## src/rtl/fp32_pkg.sv

```systemverilog
// ============================================================================
// Module   : fp32_pkg
// Brief    : Shared fp32 field layout, int32 limits and rounding modes.
// Revision : 1.0
// ============================================================================
`default_nettype none

package fp32_pkg;

  localparam int          FP32_EXP_BIAS = 127;
  localparam logic [7:0]  FP32_EXP_MAX  = 8'hFF;
  localparam logic [31:0] INT32_MAX     = 32'h7FFF_FFFF;
  localparam logic [31:0] INT32_MIN     = 32'h8000_0000;

  typedef struct packed {
    logic        sign;
    logic [7:0]  exp;
    logic [22:0] frac;
  } fp32_t;

  typedef enum logic {
    RM_RTZ = 1'b0,
    RM_RNE = 1'b1
  } round_mode_e;

endpackage

`default_nettype wire

```

## src/rtl/pipe_stage_ctl.sv

```systemverilog
// ============================================================================
// Module   : pipe_stage_ctl
// Brief    : One pipeline stage valid bit with bubble-collapsing ready.
// Revision : 1.0
// ============================================================================
`default_nettype none

module pipe_stage_ctl (
  input  logic clk,
  input  logic rst_n,
  input  logic i_valid,
  input  logic i_ready_next,
  output logic o_valid,
  output logic o_ready
);

  logic r_valid;

  assign o_ready = ~r_valid | i_ready_next;
  assign o_valid = r_valid;

  always_ff @(posedge clk or negedge rst_n) begin
    if (!rst_n) begin
      r_valid <= 1'b0;
    end else if (o_ready) begin
      r_valid <= i_valid;
    end
  end

endmodule

`default_nettype wire

```

## src/rtl/fp32_to_int32.sv

```systemverilog
// ============================================================================
// Module   : fp32_to_int32
// Brief    : 3-stage fp32 -> int32 converter (unpack, align, round/saturate).
// Revision : 1.0
// ============================================================================
`default_nettype none

module fp32_to_int32
  import fp32_pkg::*;
#(
  parameter logic [31:0] NAN_RESULT = 32'h7FFF_FFFF
) (
  input  logic        clk,
  input  logic        rst_n,
  input  logic        in_valid,
  output logic        in_ready,
  input  logic [31:0] in_data,
  input  logic        in_rm,
  output logic        out_valid,
  input  logic        out_ready,
  output logic [31:0] out_data,
  output logic        out_invalid,
  output logic        out_inexact
);

  localparam logic [7:0] c_EXP_ONE  = 8'(FP32_EXP_BIAS);
  localparam logic [7:0] c_EXP_HALF = 8'(FP32_EXP_BIAS - 1);
  localparam logic [7:0] c_EXP_OVF  = 8'(FP32_EXP_BIAS + 31);

  logic w_v1, w_v2, w_v3;
  logic w_rdy1, w_rdy2, w_rdy3;

  pipe_stage_ctl u_s1 (
    .clk(clk), .rst_n(rst_n), .i_valid(in_valid), .i_ready_next(w_rdy2),
    .o_valid(w_v1), .o_ready(w_rdy1)
  );
  pipe_stage_ctl u_s2 (
    .clk(clk), .rst_n(rst_n), .i_valid(w_v1), .i_ready_next(w_rdy3),
    .o_valid(w_v2), .o_ready(w_rdy2)
  );
  pipe_stage_ctl u_s3 (
    .clk(clk), .rst_n(rst_n), .i_valid(w_v2), .i_ready_next(out_ready),
    .o_valid(w_v3), .o_ready(w_rdy3)
  );

  assign in_ready  = w_rdy1;
  assign out_valid = w_v3;

  // ---------------- S1: unpack / classify ----------------
  fp32_t       w_in;
  logic        r1_sign, r1_nan;
  logic [7:0]  r1_exp;
  logic [23:0] r1_sig;
  round_mode_e r1_rm;

  assign w_in = in_data;

  always_ff @(posedge clk or negedge rst_n) begin
    if (!rst_n) begin
      r1_sign <= 1'b0;
      r1_nan  <= 1'b0;
      r1_exp  <= 8'd0;
      r1_sig  <= 24'd0;
      r1_rm   <= RM_RTZ;
    end else if (w_rdy1) begin
      r1_sign <= w_in.sign;
      r1_nan  <= (w_in.exp == FP32_EXP_MAX) && (w_in.frac != 23'd0);
      r1_exp  <= w_in.exp;
      r1_sig  <= {w_in.exp != 8'd0, w_in.frac};
      r1_rm   <= round_mode_e'(in_rm);
    end
  end

  // ---------------- S2: align ----------------
  logic        w_frac_nz;
  logic [4:0]  w_sh;
  logic [53:0] w_wide;
  logic [30:0] w_mag;
  logic        w_g, w_s, w_ovf, w_min;

  assign w_frac_nz = |r1_sig[22:0];
  // (e - 127) mod 32 == (e + 1) mod 32; only used when 0 <= e-127 <= 30
  assign w_sh      = r1_exp[4:0] + 5'd1;
  assign w_wide    = {30'd0, r1_sig} << w_sh;

  always_comb begin
    w_mag = 31'd0;
    w_g   = 1'b0;
    w_s   = 1'b0;
    w_ovf = 1'b0;
    w_min = 1'b0;
    if (r1_exp >= c_EXP_OVF) begin
      if (r1_sign && (r1_exp == c_EXP_OVF) && !w_frac_nz) w_min = 1'b1;
      else                                               w_ovf = 1'b1;
    end else if (r1_exp >= c_EXP_ONE) begin
      w_mag = w_wide[53:23];
      w_g   = w_wide[22];
      w_s   = |w_wide[21:0];
    end else if (r1_exp == c_EXP_HALF) begin
      w_g = 1'b1;
      w_s = w_frac_nz;
    end else begin
      w_s = |r1_sig;
    end
  end

  logic        r2_sign, r2_nan, r2_ovf, r2_min, r2_g, r2_s;
  logic [30:0] r2_mag;
  round_mode_e r2_rm;

  always_ff @(posedge clk or negedge rst_n) begin
    if (!rst_n) begin
      r2_sign <= 1'b0;
      r2_nan  <= 1'b0;
      r2_ovf  <= 1'b0;
      r2_min  <= 1'b0;
      r2_g    <= 1'b0;
      r2_s    <= 1'b0;
      r2_mag  <= 31'd0;
      r2_rm   <= RM_RTZ;
    end else if (w_rdy2) begin
      r2_sign <= r1_sign;
      r2_nan  <= r1_nan;
      r2_ovf  <= w_ovf;
      r2_min  <= w_min;
      r2_g    <= w_g;
      r2_s    <= w_s;
      r2_mag  <= w_mag;
      r2_rm   <= r1_rm;
    end
  end

  // ---------------- S3: round / sign / saturate ----------------
  logic        w_inc;
  logic [31:0] w_sum;
  logic [31:0] w_data;
  logic        w_inv, w_inx;

  assign w_inc = (r2_rm == RM_RNE) & r2_g & (r2_s | r2_mag[0]);
  assign w_sum = {1'b0, r2_mag} + {31'd0, w_inc};

  always_comb begin
    w_data = 32'd0;
    w_inv  = 1'b0;
    w_inx  = 1'b0;
    if (r2_nan) begin
      w_data = NAN_RESULT;
      w_inv  = 1'b1;
    end else if (r2_ovf || (!r2_sign && w_sum[31])) begin
      w_data = r2_sign ? INT32_MIN : INT32_MAX;
      w_inv  = 1'b1;
    end else if (r2_min) begin
      w_data = INT32_MIN;
    end else begin
      // a negative magnitude of exactly 2^31 negates to INT32_MIN on its own
      w_data = r2_sign ? (32'd0 - w_sum) : w_sum;
      w_inx  = r2_g | r2_s;
    end
  end

  always_ff @(posedge clk or negedge rst_n) begin
    if (!rst_n) begin
      out_data    <= 32'd0;
      out_invalid <= 1'b0;
      out_inexact <= 1'b0;
    end else if (w_rdy3) begin
      out_data    <= w_data;
      out_invalid <= w_inv;
      out_inexact <= w_inx;
    end
  end

endmodule

`default_nettype wire

```

## config.mk

```make
export PLATFORM = sky130hd
export DESIGN_NAME = fp32_to_int32
export DESIGN_NICKNAME = d
export VERILOG_FILES = /design/src/rtl/fp32_pkg.sv /design/src/rtl/pipe_stage_ctl.sv /design/src/rtl/fp32_to_int32.sv
export SDC_FILE = /design/constraint.sdc
export NUM_CORES = 1
export LEC_CHECK = 0
export CORE_MARGIN = 2
export CORE_UTILIZATION = 49
export CTS_CLUSTER_SIZE = 12
export DETAILED_ROUTE_END_ITERATION = 12
export PLACE_DENSITY = 0.73
export SLEW_MARGIN = 20
export SYNTH_ARGS = -nofsm -noshare
export SYNTH_HDL_FRONTEND = slang
export SYNTH_SLANG_ARGS = --single-unit
```

## constraint.sdc

```tcl
create_clock -name clk -period 5.75 [get_ports clk]
set_input_delay 1.15 -clock clk [delete_from_list [all_inputs] [get_ports clk]]
set_output_delay 1.15 -clock clk [all_outputs]
set_load 0.02 [all_outputs]
```

# == Word-level counts from Yosys, hierarchy flattened ==
# Index checks and enable logic that the tools add are counted.
# totals
output_inout_bits,36
elab_cells,72
reg_bits,110
# op_classes
magnitude_cmp,2
shifts,1
n_bitwise,10
n_eq_ne,3
muxes,22
reduce_logical,12
addsub,3
# op_table
cell,count
2-to-1 mux 32 bit,5
2-to-1 mux 31 bit,2
<< shifter 24 x 5 -> 54 bit,1
adder 31 x 1 -> 32 bit,1
subtractor 1 x 32 -> 32 bit (first input constant),1
OR reduction 24 bit,1
nonzero test 23 bit,1
OR reduction 23 bit,1
OR reduction 22 bit,1
equality test 8 bit (second input constant),2
2-to-1 mux 1 bit,15
equality test 8 x 7 -> 1 bit (second input constant),1
greater-or-equal comparator 8 x 7 -> 1 bit (second input constant),1
greater-or-equal comparator 8 bit (second input constant),1
nonzero test 8 bit,1
adder 5 x 1 -> 5 bit (second input constant),1
bitwise OR 1 bit,5
logical AND 1 bit,4
NOT 1 bit,3
AND 1 bit,2
logical NOT 1 bit,2
logical OR 1 bit,1

# == Longest topological paths before layout ==
# logic_depth
ltp_word,8
depth_mapped,15
depth_no_buf,13

# == Cells and area by module ==
# Synthesis repeated with hierarchy kept, for this count alone.
# unflattened
hier_cells,847
area_unflattened_um2,7870.0
# by_module_without_submodules
mod,instances,seq_area_each_um2,cells_each,area_per_inst_um2
fp32_to_int32,1,2677.6,838,7727.4
pipe_stage_ctl,3,25.0,3,47.5

# == Worst setup path after synthesis ==
# OpenSTA, ideal clock, no wires.
# synth_timing
kind,reg2reg
start,reg r1_exp[0]
end,reg r2_s
path_slack_ns,2.006
setup_time_ns,0.121
period_less_slack_ns,3.744
arrival_ns,3.623
path_stages_with_launch,14
required_ns,5.629
path_cell_list,dfrtp_1 buf_2 buf_4 buf_4 inv_2 ha_1 buf_1 mux4_2 mux4_2 a2111oi_0 nand4_1 nor4_1 o21ai_1 a22o_1
# synth_between
elab_chain_len,5
word_cells_on_any_way,9
classes_between,add/sub: 1; order compare: 2; eq/ne: 1; shift: 1; mux: 3; reduce/logical: 1
# synth_rtl
element,line_no,source
from (decl),fp32_to_int32.sv:52,logic [7:0] r1_exp;
from (signal assigned),fp32_to_int32.sv:68,r1_exp <= w_in.exp;
adder 5 x 1 -> 5 bit,fp32_to_int32.sv:83,assign w_sh = r1_exp[4:0] + 5'd1;
<< shifter 24 x 5 -> 54 bit,fp32_to_int32.sv:84,"assign w_wide = {30'd0, r1_sig} << w_sh;"
OR reduction 22 bit,fp32_to_int32.sv:98,w_s = |w_wide[21:0];
2-to-1 mux 1 bit,fp32_to_int32.sv:95,end else if (r1_exp >= c_EXP_ONE) begin
2-to-1 mux 1 bit (*),fp32_to_int32.sv:92,if (r1_exp >= c_EXP_OVF) begin
to (signal assigned),fp32_to_int32.sv:127,r2_s <= w_s;
to (decl),fp32_to_int32.sv:107,"logic r2_sign, r2_nan, r2_ovf, r2_min, r2_g, r2_s;"
# Every way passes the cells marked *; elsewhere a longest branch is shown, timed or not.
# A chain may end at the register's enable or synchronous reset.

# == Final worst setup path ==
# layout_timing
start,in out_ready
end,out in_ready
# layout_between
elab_chain_len,3
# layout_rtl
element,line_no,source
from (decl),fp32_to_int32.sv:20,"input logic out_ready,"
bitwise OR 1 bit (3 in a row),pipe_stage_ctl.sv:19,assign o_ready = ~r_valid | i_ready_next;
to (decl),fp32_to_int32.sv:16,"output logic in_ready,"
# No other way between the ends.

==> impl_metrics.tcl <==
set metrics [dict create \
    finalMaxSlewViolations 0 \
    syn_inst 868 \
    vdd_ir_drop_max_mv 0.195 \
    grt_pass1_wl_um 32400 \
    min-delay-start "out_inexact$_DFFE_PN0P_" \
    nNetsFinal 949 \
    cp_num_buf_inv 3 \
    wl_per_cell_um 17.4 \
    reg2reg_depth 10 \
    place_area_um2 8710 \
    relSlewSlack 0.280 \
    period_share 0.737 \
    fin_area_um2 9010 \
    antenna_found_initial 0 \
    crit_required_ns 4.60 \
    grt_max_degree 67 \
    power.internal_mw 1.88 \
    drive_above_1_share 0.133 \
    h-tree-depth 3 \
    groute.usage.overall 0.241 \
    crit_top_cell "clkdlybuf4s50_1" \
    routed_via_density 5.96 \
    routed_wl_um 19600 \
    clock_path_buffers 2 \
    cp_top_family "buffers and inverters" \
    swShare 0.402 \
    maxCapViolCount 0 \
    yosysWarnings 0 \
    synth_cell_types 75 \
    initial_core_util 0.498 \
    finalClockSkew_ns 0.0119 \
    pwr-share-clk 0.202 \
    power_density_nw_per_um2 348 \
    hold-path-cell-count 2 \
    yosysTopAreaCell "dfrtp_1" \
    synth_top_flop_cell "dfrtp_1" \
    overflow 0 \
    synthArstFlopShare 1.00 \
    yosys-top-cells-area "dfrtp_1 (35%), mux2_2 (6.2%), mux4_2 (6.0%), nand2_1 (5.1%), mux2i_1 (4.5%)" \
    whs_endpoint "out_inexact$_DFFE_PN0P_" \
    rr_startpoint "r2_s$_DFFE_PN0P_" \
    cts_tree "built" \
    critPathSlowestCell "clkdlybuf4s50_1" \
    drc 0 \
    start_kind "input port" \
    drt_first_pass_iters 4 \
    coreArea_um2 15800 \
    ios 73 \
    path_class "input port to output port" \
    rsz0062_at_grt "no" \
    hold_buffers 0 \
    cts_root_buffer "clkbuf_16" \
    cp-end-kind "output port" \
    synth_edf_count 0 \
    whs_ns 0.487 \
    io_buffers 72 \
    hold_path_class "flop to flop" \
    syn-num-nets 910 \
    cts_resized 0 \
    die_area_um2 17100 \
    n_antenna_cell 0 \
    switchingPower_mw 1.26 \
    clk_latency_ns 0.37 \
    drtIter0Drc 409 \
    setup_viol 0 \
    cp_max_fo 39 \
    syn_to_final_growth_pct 14.7 \
    worstMarginPinSlew_ns 1.08 \
    path_cells "clkdlybuf4s50_1, nor2b_1, and2_1, nand2_1, buf_4, clkdlybuf4s50_1" \
    comb_power_share 0.457 \
    p_leak_nw 3.62 \
    postCtsSetupRepairBufs 0 \
    reg2reg_slack_ns 1.73 \
    fp.dieH_um 131 \
    status "finished clean" \
    vias 6725 \
    synth_top_cell_area_share 0.350 \
    worst_ep_arrival_time_ns 3.09 \
    finalWeightedCongestion 0.956 \
    yosys_register_bits 110 \
    p_seq_frac 0.342 \
    dp_hpwl_um 14900 \
    clk_pin_slew_ns 0.08 \
    ant_nets 0 \
    syn_avg_cell_area_um2 9.05 \
    rows 46 \
    cts.sinks 110 \
    cp_slowest_stage_delay_ns 0.70 \
    hold_violations 0 \
    finalSetupTns_ns 0 \
    synth.cell_area_um2 7860 \
    grt_pass1_vias 6245 \
    period_needed_ns 4.24 \
    numCtsBuffers 9 \
    worstReg2RegEnd "out_data[31]$_DFFE_PN0P_" \
    max_clock_freq_mhz 236 \
    ys_seq_area_frac 0.350 \
    die_x_um 131 \
]
-- synth_stat cells (all sizes together), types with 4 or more instances --
master / instances
buf: 18
a41oi: 4
and4: 4
xnor2: 28
and2: 8
and3: 20
nor3: 27
nor2: 70
nand2: 108
a31oi: 13
xor2: 19
mux4: 21
mux2i: 35
or4: 6
o21ai: 55
nand4: 20
or2: 6
o31ai: 7
or3: 10
a211oi: 6
clkbuf: 39
o211ai: 5
inv: 5
dfrtp: 110
nand2b: 6
a22o: 11
mux2: 43
ha: 5
nor4: 25
nand3: 29
o21a: 8
a21oi: 55
-- worst max path at each step --
stage	start	endpoint	slack, ns	depth (start not counted)
floorplan	r1_exp[0]$_DFFE_PN0P_	r2_s$_DFFE_PN0P_	2.01	13
global placement	out_ready	in_ready	1.52	6
detailed placement	out_ready	in_ready	1.52	6
CTS	out_ready	in_ready	1.51	6
global route	out_ready	in_ready	1.41	6
finish	out_ready	in_ready	1.51	6
-- stage by stage --
stage / utilization / worst slack (ns) / instances / total power [mW]
global route: 0.571 / 1.41 / 1128 / 3.34
CTS: 0.571 / 1.51 / 1128 / 3.15
global placement: 0.552 / 1.52 / 1112 / 2.49
detailed placement: 0.552 / 1.52 / 1112 / 2.51
floorplan: - / 2.01 / 868 / 2.05
finish: 0.571 / 1.51 / 1128 / 3.14
-- per-layer routing --
metal | track usage | wire, um | share of wire | vias to the layer above
met4 | 0.0989 | 648 | 0.033 | 0
met5 | 0 | 0 | 0 | -
li1 | - | - | - | 3305
met3 | 0.0464 | 854 | 0.044 | 43
met1 | 0.321 | 8920 | 0.46 | 3173
met2 | 0.389 | 9180 | 0.47 | 204
-- registers in the layout (all words and copies together), names as in the netlist --
register,flops
r2_s,1
r1_exp,8
r2_rm,1
r1_sig,24
r2_min,1
r1_nan,1
r2_nan,1
u_s2.o_valid,1
u_s1.o_valid,1
r1_rm,1
r2_g,1
r2_sign,1
out_invalid,1
r2_mag,31
u_s3.o_valid,1
out_inexact,1
out_data,32
r2_ovf,1
r1_sign,1
-- final cells by class --
type / instances / area (um2)
inverters: 6 / 22.5
well taps: 216 / 270
clock buffers: 9 / 225
fillers: 1472 / 6760
repair buffers: 85 / 816
multi-input cells: 695 / 4850
clock inverters: 7 / 75.1
flip-flops and latches: 110 / 2750
-- worst reg2reg max path, stage by stage (launching register included) --
cell and delay, ns:
dfrtp_1 0.38, o211a_1 0.17, ha_1 0.23, nand4_1 0.34
nor4_1 0.73, xor2_1 0.31, a2111oi_4 0.53, nand2_2 0.12
or3_1 0.42, or4_1 0.42, a32o_1 0.27
-- power by group through the flow --
stage	clock network, mW	logic [mW]	registers, mW
2_1_floorplan	0	0.915	1.13
3_3_place_gp	0	1.41	1.08
3_5_place_dp	0	1.42	1.09
4_1_cts	0.651	1.43	1.07
5_1_grt	0.680	1.56	1.10
6_report	0.632	1.43	1.07
-- cell usage in the layout (no fill, tap or decap), types with 11 or more instances in the layout --
cell type        instances
xnor2_1                 27
nand3_1                 27
dfrtp_1                110
mux4_2                  21
and3_1                  19
nor3_1                  26
xor2_1                  18
buf_4                   14
nor2_1                  69
clkdlybuf4s50_1         71
nand2_1                106
a22o_1                  11
a31oi_1                 13
nand4_1                 19
a21oi_1                 55
mux2i_1                 35
nor4_1                  24
o21ai_0                 54
mux2_2                  43
-- cells by family after synthesis --
kind of cell             Yosys count  share of synthesized area
AND/OR/NAND/NOR                  348                      0.224
flip-flops                       110                      0.350
buffers and inverters             63                     0.0350
XOR/XNOR                          47                     0.0524
multiplexers                      99                      0.166
AO/OA/AOI/OAI                    196                      0.164
adder cells (fa/ha/maj)            5                    0.00796
No activity file was read; power rests on OpenSTA's default activity.
